### config.mk
export PLATFORM = sky130hd
export DESIGN_NAME = pool_wb_writer_flat
export DESIGN_NICKNAME = d
export VERILOG_FILES = /design/src/rtl/pool_wb_writer_if.sv /design/src/rtl/pool_wb_writer.sv /design/src/flat_wrapper.sv
export SDC_FILE = /design/constraint.sdc
export NUM_CORES = 1
export LEC_CHECK = 0
export CORE_MARGIN = 10
export CORE_UTILIZATION = 53
export CTS_CLUSTER_DIAMETER = 120
export DETAILED_ROUTE_END_ITERATION = 16
export GPL_ROUTABILITY_DRIVEN = 1
export PLACE_DENSITY = 0.93
export SYNTH_ARGS = -nofsm -noshare
export SYNTH_HDL_FRONTEND = slang
export SYNTH_SLANG_ARGS = --single-unit
### constraint.sdc
create_clock -name clk -period 4.63 [get_ports clk]
set_input_delay 0.926 -clock clk [delete_from_list [all_inputs] [get_ports clk]]
set_output_delay 0.926 -clock clk [all_outputs]
set_load 0.03 [all_outputs]
### src/rtl/pool_wb_writer_if.sv
// Bundle of pool_wb_writer's control, pooled-pixel stream, buffer-write and status signals.
// The master modport drives the pixel stream and control; the slave modport is the writer.
interface pool_wb_writer_if #(
  parameter int DATA_WIDTH = 8,
  parameter int BLK_BITS   = 4,
  parameter int ADDR_BITS  = 10
);
  logic                          start_i;
  logic [1:0]                    nth_conv_i;
  logic                          pool_valid_i;
  logic                          pool_ready_o;
  logic [DATA_WIDTH-1:0]         pool_data_i;
  logic                          wr_en_o;
  logic [BLK_BITS+ADDR_BITS-1:0] wr_ptr_o;
  logic [DATA_WIDTH-1:0]         wr_data_o;
  logic [1:0]                    start_o;
  logic                          busy_o;
  logic                          overrun_o;

  modport master (
    output start_i, nth_conv_i, pool_valid_i, pool_data_i,
    input  pool_ready_o, wr_en_o, wr_ptr_o, wr_data_o, start_o, busy_o, overrun_o
  );

  modport slave (
    input  start_i, nth_conv_i, pool_valid_i, pool_data_i,
    output pool_ready_o, wr_en_o, wr_ptr_o, wr_data_o, start_o, busy_o, overrun_o
  );
endinterface

### src/rtl/pool_wb_writer.sv
// Writes the pooled pixel stream channel-major into the {block, addr} source buffer, then pulses
// the DMA start code. Optional sticky drop detection is enabled by POOL_WB_OVERRUN_CHK_EN.
module pool_wb_writer #(
  parameter int DATA_WIDTH   = 8,
  parameter int BLK_BITS     = 4,
  parameter int ADDR_BITS    = 10,
  parameter int CONV1_BURST  = 196,
  parameter int CONV1_BLOCKS = 6,
  parameter int CONV2_BURST  = 25,
  parameter int CONV2_BLOCKS = 16
) (
  input logic              clk,
  input logic              rst,
  pool_wb_writer_if.slave  bus
);
  localparam int PTR_BITS = BLK_BITS + ADDR_BITS;

  typedef enum logic [1:0] {
    IDLE  = 2'd0,
    FILL  = 2'd1,
    FLUSH = 2'd2,
    DONE  = 2'd3
  } state_t;

  state_t                state_q, state_d;
  logic [ADDR_BITS-1:0]  addr_q, addr_d;
  logic [ADDR_BITS-1:0]  last_addr_q, last_addr_d;
  logic [BLK_BITS-1:0]   blk_q, blk_d;
  logic [BLK_BITS-1:0]   last_blk_q, last_blk_d;
  logic                  ready_q, ready_d;
  logic                  wr_en_q, wr_en_d;
  logic [PTR_BITS-1:0]   wr_ptr_q, wr_ptr_d;
  logic [DATA_WIDTH-1:0] wr_data_q, wr_data_d;
  logic [1:0]            start_q, start_d;
  logic                  busy_q, busy_d;
  logic                  hs_s;
  logic                  arm_s;

  assign hs_s  = bus.pool_valid_i & ready_q;
  // Only modes 0 and 1 exist; codes 2 and 3 leave the writer idle.
  assign arm_s = (state_q == IDLE) & bus.start_i & ~bus.nth_conv_i[1];

  // Next-state, pointer and registered-output computation.
  always_comb begin
    state_d     = state_q;
    addr_d      = addr_q;
    blk_d       = blk_q;
    last_addr_d = last_addr_q;
    last_blk_d  = last_blk_q;
    ready_d     = ready_q;
    wr_en_d     = 1'b0;
    wr_ptr_d    = {PTR_BITS{1'b0}};
    wr_data_d   = {DATA_WIDTH{1'b0}};
    start_d     = 2'b00;
    case (state_q)
      IDLE: begin
        if (arm_s) begin
          state_d = FILL;
          ready_d = 1'b1;
          addr_d  = {ADDR_BITS{1'b0}};
          blk_d   = {BLK_BITS{1'b0}};
          if (bus.nth_conv_i[0]) begin
            last_addr_d = ADDR_BITS'(CONV2_BURST - 1);
            last_blk_d  = BLK_BITS'(CONV2_BLOCKS - 1);
          end else begin
            last_addr_d = ADDR_BITS'(CONV1_BURST - 1);
            last_blk_d  = BLK_BITS'(CONV1_BLOCKS - 1);
          end
        end else begin
          state_d = IDLE;
          ready_d = 1'b0;
        end
      end
      FILL: begin
        if (hs_s) begin
          wr_en_d   = 1'b1;
          wr_ptr_d  = {blk_q, addr_q};
          wr_data_d = bus.pool_data_i;
          if (addr_q == last_addr_q) begin
            addr_d = {ADDR_BITS{1'b0}};
            if (blk_q == last_blk_q) begin
              // Final beat: stop accepting so the flush cycle carries only this write.
              blk_d   = {BLK_BITS{1'b0}};
              state_d = FLUSH;
              ready_d = 1'b0;
            end else begin
              blk_d = blk_q + BLK_BITS'(1);
            end
          end else begin
            addr_d = addr_q + ADDR_BITS'(1);
          end
        end else begin
          state_d = FILL;
        end
      end
      FLUSH: begin
        state_d = DONE;
        ready_d = 1'b0;
        start_d = 2'b01;
      end
      DONE: begin
        state_d = IDLE;
        ready_d = 1'b0;
      end
      default: begin
        state_d = IDLE;
        ready_d = 1'b0;
      end
    endcase
    busy_d = (state_d != IDLE);
  end

  // FSM state, counters and all registered outputs.
  always_ff @(posedge clk or posedge rst) begin
    if (rst) begin
      state_q     <= IDLE;
      addr_q      <= {ADDR_BITS{1'b0}};
      blk_q       <= {BLK_BITS{1'b0}};
      last_addr_q <= {ADDR_BITS{1'b0}};
      last_blk_q  <= {BLK_BITS{1'b0}};
      ready_q     <= 1'b0;
      wr_en_q     <= 1'b0;
      wr_ptr_q    <= {PTR_BITS{1'b0}};
      wr_data_q   <= {DATA_WIDTH{1'b0}};
      start_q     <= 2'b00;
      busy_q      <= 1'b0;
    end else begin
      state_q     <= state_d;
      addr_q      <= addr_d;
      blk_q       <= blk_d;
      last_addr_q <= last_addr_d;
      last_blk_q  <= last_blk_d;
      ready_q     <= ready_d;
      wr_en_q     <= wr_en_d;
      wr_ptr_q    <= wr_ptr_d;
      wr_data_q   <= wr_data_d;
      start_q     <= start_d;
      busy_q      <= busy_d;
    end
  end

`ifdef POOL_WB_OVERRUN_CHK_EN
  logic overrun_q, overrun_d;
  logic drop_s;

  assign drop_s = bus.pool_valid_i & ~ready_q;

  // Sticky drop flag; a drop in the arming cycle still sets it.
  always_comb begin
    if (drop_s) begin
      overrun_d = 1'b1;
    end else if (arm_s) begin
      overrun_d = 1'b0;
    end else begin
      overrun_d = overrun_q;
    end
  end

  // Overrun flag register.
  always_ff @(posedge clk or posedge rst) begin
    if (rst) begin
      overrun_q <= 1'b0;
    end else begin
      overrun_q <= overrun_d;
    end
  end

  assign bus.overrun_o = overrun_q;
`else
  assign bus.overrun_o = 1'b0;
`endif

  assign bus.pool_ready_o = ready_q;
  assign bus.wr_en_o      = wr_en_q;
  assign bus.wr_ptr_o     = wr_ptr_q;
  assign bus.wr_data_o    = wr_data_q;
  assign bus.start_o      = start_q;
  assign bus.busy_o       = busy_q;
endmodule

### src/flat_wrapper.sv
// flat-port wrapper written by rule: the top's interface ports become plain ports
module pool_wb_writer_flat 
#(
  parameter int DATA_WIDTH   = 8,
  parameter int BLK_BITS     = 4,
  parameter int ADDR_BITS    = 10,
  parameter int CONV1_BURST  = 196,
  parameter int CONV1_BLOCKS = 6,
  parameter int CONV2_BURST  = 25,
  parameter int CONV2_BLOCKS = 16
)
  (clk, rst, bus_start_i, bus_nth_conv_i, bus_pool_valid_i, bus_pool_data_i, bus_pool_ready_o, bus_wr_en_o, bus_wr_ptr_o, bus_wr_data_o, bus_start_o, bus_busy_o, bus_overrun_o);
  pool_wb_writer_if #(.DATA_WIDTH(DATA_WIDTH), .BLK_BITS(BLK_BITS), .ADDR_BITS(ADDR_BITS)) bus_i ();
  input logic clk;
  input logic rst;
  input wire logic [$bits(bus_i.start_i)-1:0] bus_start_i;
  input wire logic [$bits(bus_i.nth_conv_i)-1:0] bus_nth_conv_i;
  input wire logic [$bits(bus_i.pool_valid_i)-1:0] bus_pool_valid_i;
  input wire logic [$bits(bus_i.pool_data_i)-1:0] bus_pool_data_i;
  output wire logic [$bits(bus_i.pool_ready_o)-1:0] bus_pool_ready_o;
  output wire logic [$bits(bus_i.wr_en_o)-1:0] bus_wr_en_o;
  output wire logic [$bits(bus_i.wr_ptr_o)-1:0] bus_wr_ptr_o;
  output wire logic [$bits(bus_i.wr_data_o)-1:0] bus_wr_data_o;
  output wire logic [$bits(bus_i.start_o)-1:0] bus_start_o;
  output wire logic [$bits(bus_i.busy_o)-1:0] bus_busy_o;
  output wire logic [$bits(bus_i.overrun_o)-1:0] bus_overrun_o;
  assign bus_i.start_i = bus_start_i;
  assign bus_i.nth_conv_i = bus_nth_conv_i;
  assign bus_i.pool_valid_i = bus_pool_valid_i;
  assign bus_i.pool_data_i = bus_pool_data_i;
  assign bus_pool_ready_o = bus_i.pool_ready_o;
  assign bus_wr_en_o = bus_i.wr_en_o;
  assign bus_wr_ptr_o = bus_i.wr_ptr_o;
  assign bus_wr_data_o = bus_i.wr_data_o;
  assign bus_start_o = bus_i.start_o;
  assign bus_busy_o = bus_i.busy_o;
  assign bus_overrun_o = bus_i.overrun_o;
  pool_wb_writer #(.DATA_WIDTH(DATA_WIDTH), .BLK_BITS(BLK_BITS), .ADDR_BITS(ADDR_BITS), .CONV1_BURST(CONV1_BURST), .CONV1_BLOCKS(CONV1_BLOCKS), .CONV2_BURST(CONV2_BURST), .CONV2_BLOCKS(CONV2_BLOCKS)) u_core (.clk(clk), .rst(rst), .bus(bus_i));
endmodule
==> Word-level counts from Yosys, hierarchy flattened <==
Index checks and enable logic that the tools add are counted.
{ "totals": {"regBits": 56, "in_bits": 14, "elab_cells": 62} }
{ "classes": {"add_sub_neg": 2, "eq_ne": 9, "mux": 28, "bitwise": 4, "reduce_logical": 8} }
{ "ops": {"columns": ["cell", "count"], "rows": [
  ["two-way mux 10 bit", 3],
  ["two-way mux 14 bit", 2],
  ["two-way mux 8 bit", 3],
  ["two-way mux 4 bit", 5],
  ["one-hot mux 10 bit (2 select lines)", 1],
  ["adder 10 x 1 -> 10 bit (second input constant)", 1],
  ["== test 10 bit", 1],
  ["two-way mux 1 bit", 8],
  ["!= test 2 x 1 -> 1 bit (second input constant)", 4],
  ["one-hot mux 2 bit (4 select lines)", 1],
  ["one-hot mux 4 bit (2 select lines)", 1],
  ["two-way mux 2 bit", 3],
  ["AND reduction 3 bit", 2],
  ["adder 4 x 1 -> 4 bit (second input constant)", 1],
  ["== test 2 bit (second input constant)", 2],
  ["== test 4 bit", 1],
  ["AND reduction 4 bit", 1],
  ["nonzero test 2 bit", 2],
  ["bitwise AND 1 bit", 3],
  ["one-hot mux 1 bit (3 select lines)", 1],
  ["== test 2 x 1 -> 1 bit (second input constant)", 1],
  ["logical NOT 2 bit", 1],
  ["AND reduction 2 bit", 1],
  ["OR reduction 2 bit", 1],
  ["inverter 1 bit", 1]
]} }

==> Depth between registers and ports, before layout <==
Gate-level depths: netlist of run 1.
{ "depth": {"depth_word": 6, "depth_mapped": 6} }

==> Least setup slack after synthesis of run 1 <==
No wires, ideal clock.
{ "synth_timing": {"path_kind": "input to register", "startpoint": "in bus_nth_conv_i[1]", "endpoint": "reg u_core.addr_q[7]", "setup_ns": 0.125, "t_arrival_ns": 2.060, "required_time_ns": 4.505, "slack_ns": 2.445, "cell_stages": 6, "path_cell_list": "or4b_1 -> buf_2 -> a21oi_2 -> and3_1 -> xnor2_1 -> nor2_1"} }
{ "synth_between": {"elab_chain_len": 4} }
{ "synth_lines": {"columns": ["item", "line", "rtl"], "rows": [
  ["start: declaration", "flat_wrapper.sv:17", "input wire logic [$bits(bus_i.nth_conv_i)-1:0] bus_nth_conv_i;"],
  ["inverter 1 bit", "pool_wb_writer.sv:41", "assign arm_s = (state_q == IDLE) & bus.start_i & ~bus.nth_conv_i[1];"],
  ["bitwise AND 1 bit", "pool_wb_writer.sv:41", null],
  ["!= test 2 x 1 -> 1 bit (no source line)", null, null],
  ["AND reduction 3 bit (no source line)", null, null],
  ["end signal: assignment", "pool_wb_writer.sv:117", "addr_q <= {ADDR_BITS{1'b0}};"],
  ["end signal: assignment", "pool_wb_writer.sv:129", "addr_q <= addr_d;"],
  ["end: declaration", "pool_wb_writer.sv:26", "logic [ADDR_BITS-1:0] addr_q, addr_d;"]
]} }
No other way between the ends.
A chain may end at the register's enable or synchronous reset.

==> Final worst setup path of run 1 <==
{ "layout_timing": {"startpoint": "in bus_pool_valid_i", "endpoint": "reg u_core.blk_q[3]"} }
{ "layout_between": {"elab_chain_len": 3} }
{ "layout_lines": {"columns": ["item", "line", "rtl"], "rows": [
  ["start: declaration", "flat_wrapper.sv:18", "input wire logic [$bits(bus_i.pool_valid_i)-1:0] bus_pool_valid_i;"],
  ["bitwise AND 1 bit", "pool_wb_writer.sv:39", "assign hs_s = bus.pool_valid_i & ready_q;"],
  ["!= test 2 x 1 -> 1 bit (no source line)", null, null],
  ["AND reduction 4 bit (no source line)", null, null],
  ["end signal: assignment", "pool_wb_writer.sv:118", "blk_q <= {BLK_BITS{1'b0}};"],
  ["end signal: assignment", "pool_wb_writer.sv:130", "blk_q <= blk_d;"],
  ["end: declaration", "pool_wb_writer.sv:28", "logic [BLK_BITS-1:0] blk_q, blk_d;"]
]} }
No other way between the ends.

==> flow_results.org, run 1 <==
** Outcome
- Outcome :: finished clean

** Detailed routing
- In the final routed layout, each cell accounts on average for 14.8 microns.
- Routed via count divided by cell count :: 5.16
- Remaining number of nets flagged by the antenna check after routing :: 0
- Iteration-0 DRC count of the detailed router :: 83
- The first detailed-routing pass ran for 4 iterations.
- After detailed routing, the number of remaining DRC violations is 0.
- Summed over all layers, the routed wires come to 3730 microns.
- Total number of vias :: 1295

** Place
- Placer's final routability congestion estimate :: 0.865
- Placed Area :: 0.00230 sq mm
- In this run the tool buffered the top-level ports with 39 buffer cells.
- Pre-CTS setup slack :: 1.73 ns
- HPWL Detailed :: 2810 microns

** Power
- Worst VDD drop :: 307 uV
- In this run the power density over the cells is 470 mW/mm^2.
- Sequential cells burn 46.4% of the power.
- Switching part of the total power :: 35.0%
- Comb pwr share :: 31.4%
- For this design the total switching power over the nets is 0.393 mW.
- Share of power burned in the clock network :: 22.2%
- Summed over all cells, the static leakage comes to 1.12 nW.
- Cell internal power was estimated by the tool at 0.730 mW.

** STA
- Slew at the pin closest to its max-slew limit :: 1.07 ns
- Hold Vio Cnt, Final :: 0
- Final worst-path setup slack :: 2.06 ns
- Total negative setup slack :: 0 ns
- Final critical-path required period :: 2.57 ns
- Between clock sinks in the finished design, the worst skew comes to 0.00326 ns.
- Max-slew violation count :: 0
- Portion of the clock cycle consumed by the worst path in the final layout :: 55.6%
- Upper clock frequency limit :: 389 MHz
- Unrepaired setup endpoints after global routing :: false
- Max transition margin :: 28.6%
- Setup violations remaining at the end of the flow were counted as 0.

** Global route
- The first global-routing pass estimated 6220 microns of wire.
- Summed over all layers, the global routing overflow is 0.
- The number of global-route vias before repair was 1309.
- Largest net degree at the start of global routing :: 30
- All-Layer GR Usage :: 12.7%
- The number of antenna violations at the first check in global routing is 0.

** Floorplan
- For this design the top-level I/O count stands at 42.
- The die covers 0.00632 sq mm.
- The die is 79.5 microns tall.
- Core Region :: 0.00339 sq mm
- For this configuration, the core starts out at a cell density of 55.3%.
- In this run the horizontal extent of the chip is 79.5 microns.
- After floorplanning, the core was divided into 21 placement rows.

** Clock network
- Post-CTS Hold Buffers :: 0
- Clock tree synthesis selected as its root buffer the cell sky130_fd_sc_hd__clkbuf_4.
- Max H-tree Level :: 2
- At the later pin of the worst-skew pair, clock insertion delay measures 0.35 ns.
- For this design, the sink count on the clock tree is 45.
- Clk pin slew, worst setup/hold paths :: 0.12 ns
- Number of clock buffers inserted by TritonCTS :: 5
- The number of setup buffers added after CTS is 0.
- Post-cts repair resize count :: 0
- The longest clock path from root to sink contains 2 buffers.
- TritonCTS built the clock tree.

** Synth
- Yosys mapped a number of flops with a built-in enable equal to 0.
- Fraction of registers with async set/reset :: 100%
- After synthesis, flip-flops and latches occupy 60.0% of the total area.
- Top flip-flop cell by instance count after synthesis :: sky130_fd_sc_hd__dfrtp_1
- Post-synthesis cell count :: 162
- Per-instance average area after synthesis :: 11.6 sq um
- Flop and latch count out of synthesis :: 45
- Number of distinct library cells after synthesis :: 47
- Post-Synthesis Cell Area :: 0.00188 sq mm
- Total number of yosys warnings :: 0

** Critical path
- Kind of start point of the critical path :: primary input
- STA classifies the critical path endpoint as a flop.
- Data arrival, critical path :: 2.86 ns
- At the worst endpoint, the required time is 4.92 ns.
- Largest fanout of any net on the critical path :: 24
- CP Class :: in -> reg

** Flow run
- Max-cap violations in this run came to 0.

** Cells and area
- Final design area excluding fillers :: 0.00239 sq mm
- Synthesis-to-layout area growth :: 27.5%
- In the layout the commonest cells are sky130_fd_sc_hd__dfrtp_1, sky130_fd_sc_hd__clkdlybuf4s50_1, sky130_fd_sc_hd__and2_1.
- Layout cell share with drive strength beyond 1 :: 10.7%
- Area taken by multi-input logic gates :: 709 sq um
- The library cell used most frequently in the layout, excluding fill and tap cells, is sky130_fd_sc_hd__dfrtp_1.
- Across the whole layout, storage elements account for 0.00113 sq mm.
- Filler Cell Count :: 223
- Post-layout net count :: 220
- Antenna Diode Count :: 0

** Hold path
- Class of the tightest hold or removal check :: reg -> reg
power by group through the flow:
stage / sequential [mW] / combinational, mW / clock, mW
global route: 0.529 / 0.391 / 0.268
finish: 0.521 / 0.352 / 0.250
global placement: 0.522 / 0.341 / 0
floorplan: 0.554 / 0.207 / 0
CTS: 0.518 / 0.356 / 0.255
detailed placement: 0.526 / 0.351 / 0
area by class of cell:
class | instances | area share, %
Clock buffer | 6 | 2.15
Clock inverter | 2 | 1.57
Inverter | 3 | 0.471
Multi-Input combinational cell | 109 | 29.7
Sequential cell | 45 | 47.1
Tap cell | 46 | 2.41
Timing Repair Buffer | 40 | 16.6
layer usage:
layer / global-route usage, % / vias to the layer above / wire length (microns)
li1: - / 635 / -
met1: 14.5 / 613 / 1500
met2: 20.8 / 42 / 1880
met3: 3.94 / 5 / 276
met4: 6.81 / 0 / 74
met5: 0 / - / 0
synthesized netlist by cell type (all sizes together), types with 3 or more instances:
master | n | area share [%]
o21ai | 5 | 2.1
nand4 | 3 | 1.0
nor3 | 8 | 2.4
xnor2 | 3 | 1.4
nor2 | 11 | 2.3
dfrtp | 45 | 60
inv | 3 | 0.60
nand3 | 4 | 1.1
a21o | 3 | 1.2
a21oi | 3 | 1.6
nand2 | 12 | 2.5
and3 | 7 | 2.4
xor2 | 4 | 1.9
and2 | 21 | 7.1
buf | 4 | 1.3
registers in the layout, summed over array words and instances (netlist names):
register,count
u_core.bus.wr_ptr_o,14
u_core.addr_q,10
u_core.bus.wr_data_o,8
u_core.blk_q,4
u_core.last_blk_q,2
u_core.state_q,2
u_core.bus.busy_o,1
u_core.bus.pool_ready_o,1
u_core.bus.start_o,1
u_core.bus.wr_en_o,1
u_core.last_addr_q,1
stage by stage:
stage	instances	hold slack [ns]	power [mW]	utilization (%)
final	251	0.505	1.12	70.5
after global routing	251	0.542	1.19	70.5
after CTS	251	0.512	1.13	70.5
after detailed placement	243	0.482	0.877	67.9
after global placement	243	0.475	0.862	67.9
after floorplan	163	0.450	0.762	-
critical path, cell delays in order:
cell and delay, ns:
sky130_fd_sc_hd__clkdlybuf4s50_1 0.50, sky130_fd_sc_hd__nand4b_1 0.22, sky130_fd_sc_hd__inv_1 0.46, sky130_fd_sc_hd__nor2_1 0.26
sky130_fd_sc_hd__nor3_1 0.24, sky130_fd_sc_hd__a22oi_1 0.09, sky130_fd_sc_hd__o2bb2ai_1 0.15
cells by family (layout without fill, tap and decap cells):
kind of cell               after synthesis  after routing  share of synthesized area, %
AOI/OAI and AO/OA                       20             20                          8.61
xor gates and xnor gates                 7              7                          3.27
adders and majority gates                2              2                          1.33
buffers and inverters                    9             51                          2.33
DFF                                     45             45                          60.0
muxes                                    1              1                         0.600
other                                    1              2                         0.200
and+or+nand+nor                         77             77                          23.6
final timing paths:
kind                                      start                       to  slack, ns  cells after the start
max                            bus_pool_valid_i          u_core.blk_q[3]       2.06                      7
min                        u_core.last_blk_q[2]     u_core.last_blk_q[2]       0.51                      1
max reg2reg                   u_core.state_q[1]          u_core.blk_q[3]       2.60                      6
min reg2reg                u_core.last_blk_q[2]     u_core.last_blk_q[2]       0.51                      1
max in group asynchronous                   rst   u_core.bus.wr_ptr_o[6]       2.70                      3
min in group asynchronous                   rst  u_core.bus.wr_ptr_o[13]       1.13                      2
Power figures use the tool's default switching activity.
==> run 2: changes to the inputs <==
--- a/config.mk
+++ b/config.mk
@@ -6,11 +6,11 @@
 export NUM_CORES = 1
 export LEC_CHECK = 0
 export CORE_MARGIN = 10
-export CORE_UTILIZATION = 53
+export CORE_UTILIZATION = 44
 export CTS_CLUSTER_DIAMETER = 120
 export DETAILED_ROUTE_END_ITERATION = 16
 export GPL_ROUTABILITY_DRIVEN = 1
-export PLACE_DENSITY = 0.93
+export PLACE_DENSITY = 0.84
 export SYNTH_ARGS = -nofsm -noshare
 export SYNTH_HDL_FRONTEND = slang
 export SYNTH_SLANG_ARGS = --single-unit
==> constraint.sdc (replaced) <==
create_clock -name clk -period 2.3 [get_ports clk]
set_input_delay 0.46 -clock clk [delete_from_list [all_inputs] [get_ports clk]]
set_output_delay 0.46 -clock clk [all_outputs]
set_load 0.03 [all_outputs]
==> run 2 against run 1 <==
  * Global-route usage down 2.4 points
  * Sequential power up 100%
  * Core utilization down 9.6 points
  * First-iteration DRC count down 35%
  * Flip-flop and latch count unchanged
  * Non-clock buffer count up 5
  * Design area up 3.5%
  * Sequential share of layout area down 1.6 points
  * Critical path depth down 2
  * Via count up 1.7%
  * Final cell count up 3.6%
  * Count of clock-buffer cells in the layout up 1
  * Critical path type is now reg -> reg
  * Critical endpoint is now u_core.blk_q[2]
  * Largest cell class unchanged
==> flow_results.org, run 2 (same netlist as run 1, synthesis figures left out) <==
** Floorplan
- Die boundary width :: 85.3 microns (+7.3%)
- The vertical extent of the die is 85.3 microns (+7.3%).
- The count of pins on the block boundary was 42 (unchanged).
- Effective utilization at floorplan :: 46.2% (-9.1 points)
- The area of the die came to 0.00727 sq mm (+15%).
- Count of standard-cell rows :: 23 (+9.5%)
- The area inside the core boundary came to 0.00406 sq mm (+20%).

** Critical path
- Slowest CP cell :: sky130_fd_sc_hd__or4_1
- Tracing the worst setup path back leads to its startpoint at u_core.addr_q[1].
- Critical R2R Launch :: u_core.addr_q[1]
- The critical path goes through or4_1 -> o22a_1 -> or2_4 -> a21oi_4 -> o22ai_1.
- STA classifies the critical path endpoint as a flop.
- Worst path max stage delay :: 0.52 ns (+0.02 ns)
- The worst setup path is launched from a flop.
- Worst endpoint required time :: 2.47 ns (-2.45 ns)
- Largest fanout of any net on the critical path :: 8 (-67%)
- Data arrival, critical path :: 2.14 ns (-0.72 ns)
- Worst-case register-to-register setup slack :: 0.33 ns (-2.27 ns)
- CP Class :: reg -> reg

** Cells and area
- Combined flip-flop and latch cell area :: 0.00113 sq mm (unchanged)
- Synthesis-to-layout area growth :: 31.9%
- The number of inserted diodes came to 0 (unchanged).
- Post-layout net count :: 225 (+2.3%)
- Post-layout util :: 61.0% (-9.6 points)
- Commonest cells after routing, fill and taps aside :: sky130_fd_sc_hd__dfrtp_1, sky130_fd_sc_hd__clkdlybuf4s50_1, sky130_fd_sc_hd__and2_1
- The area of the multi-input gates is 709 sq um (unchanged).
- Leading cell type in the layout, fill and taps excluded :: sky130_fd_sc_hd__dfrtp_1
- The proportion of layout cells with a drive suffix above 1 came to 12.4% (+1.6 points).
- Filler Cell Count :: 313 (+40%)
- The number of flip-flops in the largest register came to 14 (unchanged).

** STA
- Final critical-path required period :: 1.97 ns
- Setup-failing EPs final :: 0 (unchanged)
- Derived from the worst setup path, the maximum achievable clock frequency is 507 MHz.
- Unrepaired setup endpoints after global routing :: false
- The setup skew after layout was 0.00823 ns (+0.00496 ns).
- Total negative setup slack :: 0 ns (unchanged)
- Hold Vio Cnt, Final :: 0 (unchanged)
- The final-report max-slew violation count was 0 (unchanged).
- Portion of the clock cycle consumed by the worst path in the final layout :: 85.7%

** Hold path
- The tightest min-delay check is of the reg -> reg type.
- The startpoint identified for the worst hold timing path is u_core.last_addr_q[6].

** Power
- Internal power :: 1.59 mW (+120%)
- The combinational group share of total power came to 30.8% (-0.6 points).
- Leak :: 1.16 nW (+3.8%)
- The peak supply drop was 350 uV (+14%).
- The clock network fraction of total power was 25.1% (+2.9 points).
- The total power per unit cell area was 961 mW/mm^2 (+100%).
- The net switching share of the total power is 33.2% (-1.8 points).
- Share of power burned in registers :: 44.1% (-2.3 points)
- Switching power :: 0.790 mW (+100%)

** Detailed routing
- The detailed router's first-iteration violation count came to 54 (-35%).
- Routed via count divided by cell count :: 5.07 (-1.8%)
- The number of vias in the routed layout came to 1317 (+1.7%).
- The first-pass iteration count of the detailed router is 4 (unchanged).
- Average detailed-routed wire length per instance :: 14.4 microns (-2.8%)
- The residual DRC count came to 0 (unchanged).
- Remaining number of nets flagged by the antenna check after routing :: 0 (unchanged)
- WL final :: 3750 microns (+0.70%)

** Outcome
- Outcome :: finished clean

** Clock network
- The clock-pin slew of the registers on the worst-case setup and hold paths came to 0.08 ns (-0.04 ns).
- Root buffer cell :: sky130_fd_sc_hd__clkbuf_8
- Max clock buf depth :: 2 (unchanged)
- Max H-tree Level :: 2 (unchanged)
- Number of clock buffers inserted by TritonCTS :: 5 (unchanged)
- TritonCTS clock tree :: built
- The clock network latency to the later pin of the worst-skew pair is 0.29 ns (-0.06 ns).
- The buffers inserted during post-CTS setup optimization came to 0 (unchanged).
- The clock sink count came to 45 (unchanged).
- The number of resized instances in the post-cts repair step was 0 (unchanged).
- Post-CTS Hold Buffers :: 0 (unchanged)

** Place
- The count of buffers from port buffering is 39 (unchanged).
- The placer's final routability congestion estimate is 0.838 (-3.2%).
- The HPWL after detailed placement is 2800 microns (-0.62%).

** Global route
- Largest net degree at the start of global routing :: 46 (+53%)
- The number of antenna violations at the first check in global routing was 0 (unchanged).
- The number of global-route vias before repair came to 1277 (-2.4%).
- All-Layer GR Usage :: 10.3% (-2.4 points)
- First-pass GRT wire length :: 6190 microns (-0.43%)
- Grt ovf :: 0 (unchanged)

** Flow run
- The number of max-cap violations was 0 (unchanged).
[run 2: cell types whose count changed in the layout (fill, tap and decap cells not counted), sizes merged]
cell and delta:
buf +5, clkbuf +1, clkinvlp -1
[run 2: path summary, 6_finish.rpt]
kind / to / depth (start not counted)
max in group asynchronous: u_core.bus.wr_ptr_o[4] / 3
worst max-delay path: u_core.blk_q[2] / 5
min in group asynchronous: u_core.last_addr_q[6] / 3
worst max register to register: u_core.blk_q[2] / 5
worst min-delay path: u_core.last_addr_q[6] / 2
worst min register to register: u_core.last_addr_q[6] / 2
[run 2: layer usage]
| metal | vias up | routed length [microns] | track usage, % | part of all wire (%) |
|---|---|---|---|---|
| met1 | 629 | 1600 | 11.4 | 43 |
| li1 | 645 | - | - | - |
| met3 | 4 | 242 | 3.54 | 6.4 |
| met4 | 0 | 53 | 4.19 | 1.4 |
| met2 | 39 | 1860 | 17.7 | 49 |
| met5 | - | 0 | 0 | 0 |
[run 2: critical path: cells and delay by family (launching register included)]
kind	cells	cell delay, ns
AOI/OAI and AO/OA	3	0.62
DFF	1	0.44
and+or+nand+nor	2	0.80
[run 2: metrics by stage]
stage | power (mW) | instance area (sq um) | std cells | worst slack, ns | hold slack (ns)
after CTS | 2.40 | 2470 | 260 | 0.326 | 0.530
after detailed placement | 1.79 | 2360 | 252 | 0.0803 | 0.506
final | 2.38 | 2470 | 260 | 0.328 | 0.523
after global placement | 1.76 | 2360 | 252 | 0.116 | 0.493
after floorplan | 1.53 | 1880 | 163 | 0.483 | 0.450
after global routing | 2.51 | 2470 | 260 | 0.247 | 0.539
[run 2: area by class of cell]
class / count / share of cell area (%)
well taps: 50 / 2.53
multi-input cells: 109 / 28.7
clock inverters: 1 / 1.21
flip-flops and latches: 45 / 45.5
clock buffers: 7 / 3.49
inverters: 3 / 0.455
repair buffers: 45 / 18.1
[run 2: power groups by stage]
stage | registers [mW] | clock network, mW | logic, mW
2_1_floorplan | 1.12 | 0 | 0.418
3_3_place_gp | 1.05 | 0 | 0.713
3_5_place_dp | 1.06 | 0 | 0.733
4_1_cts | 1.04 | 0.616 | 0.738
5_1_grt | 1.07 | 0.647 | 0.799
6_report | 1.05 | 0.598 | 0.732
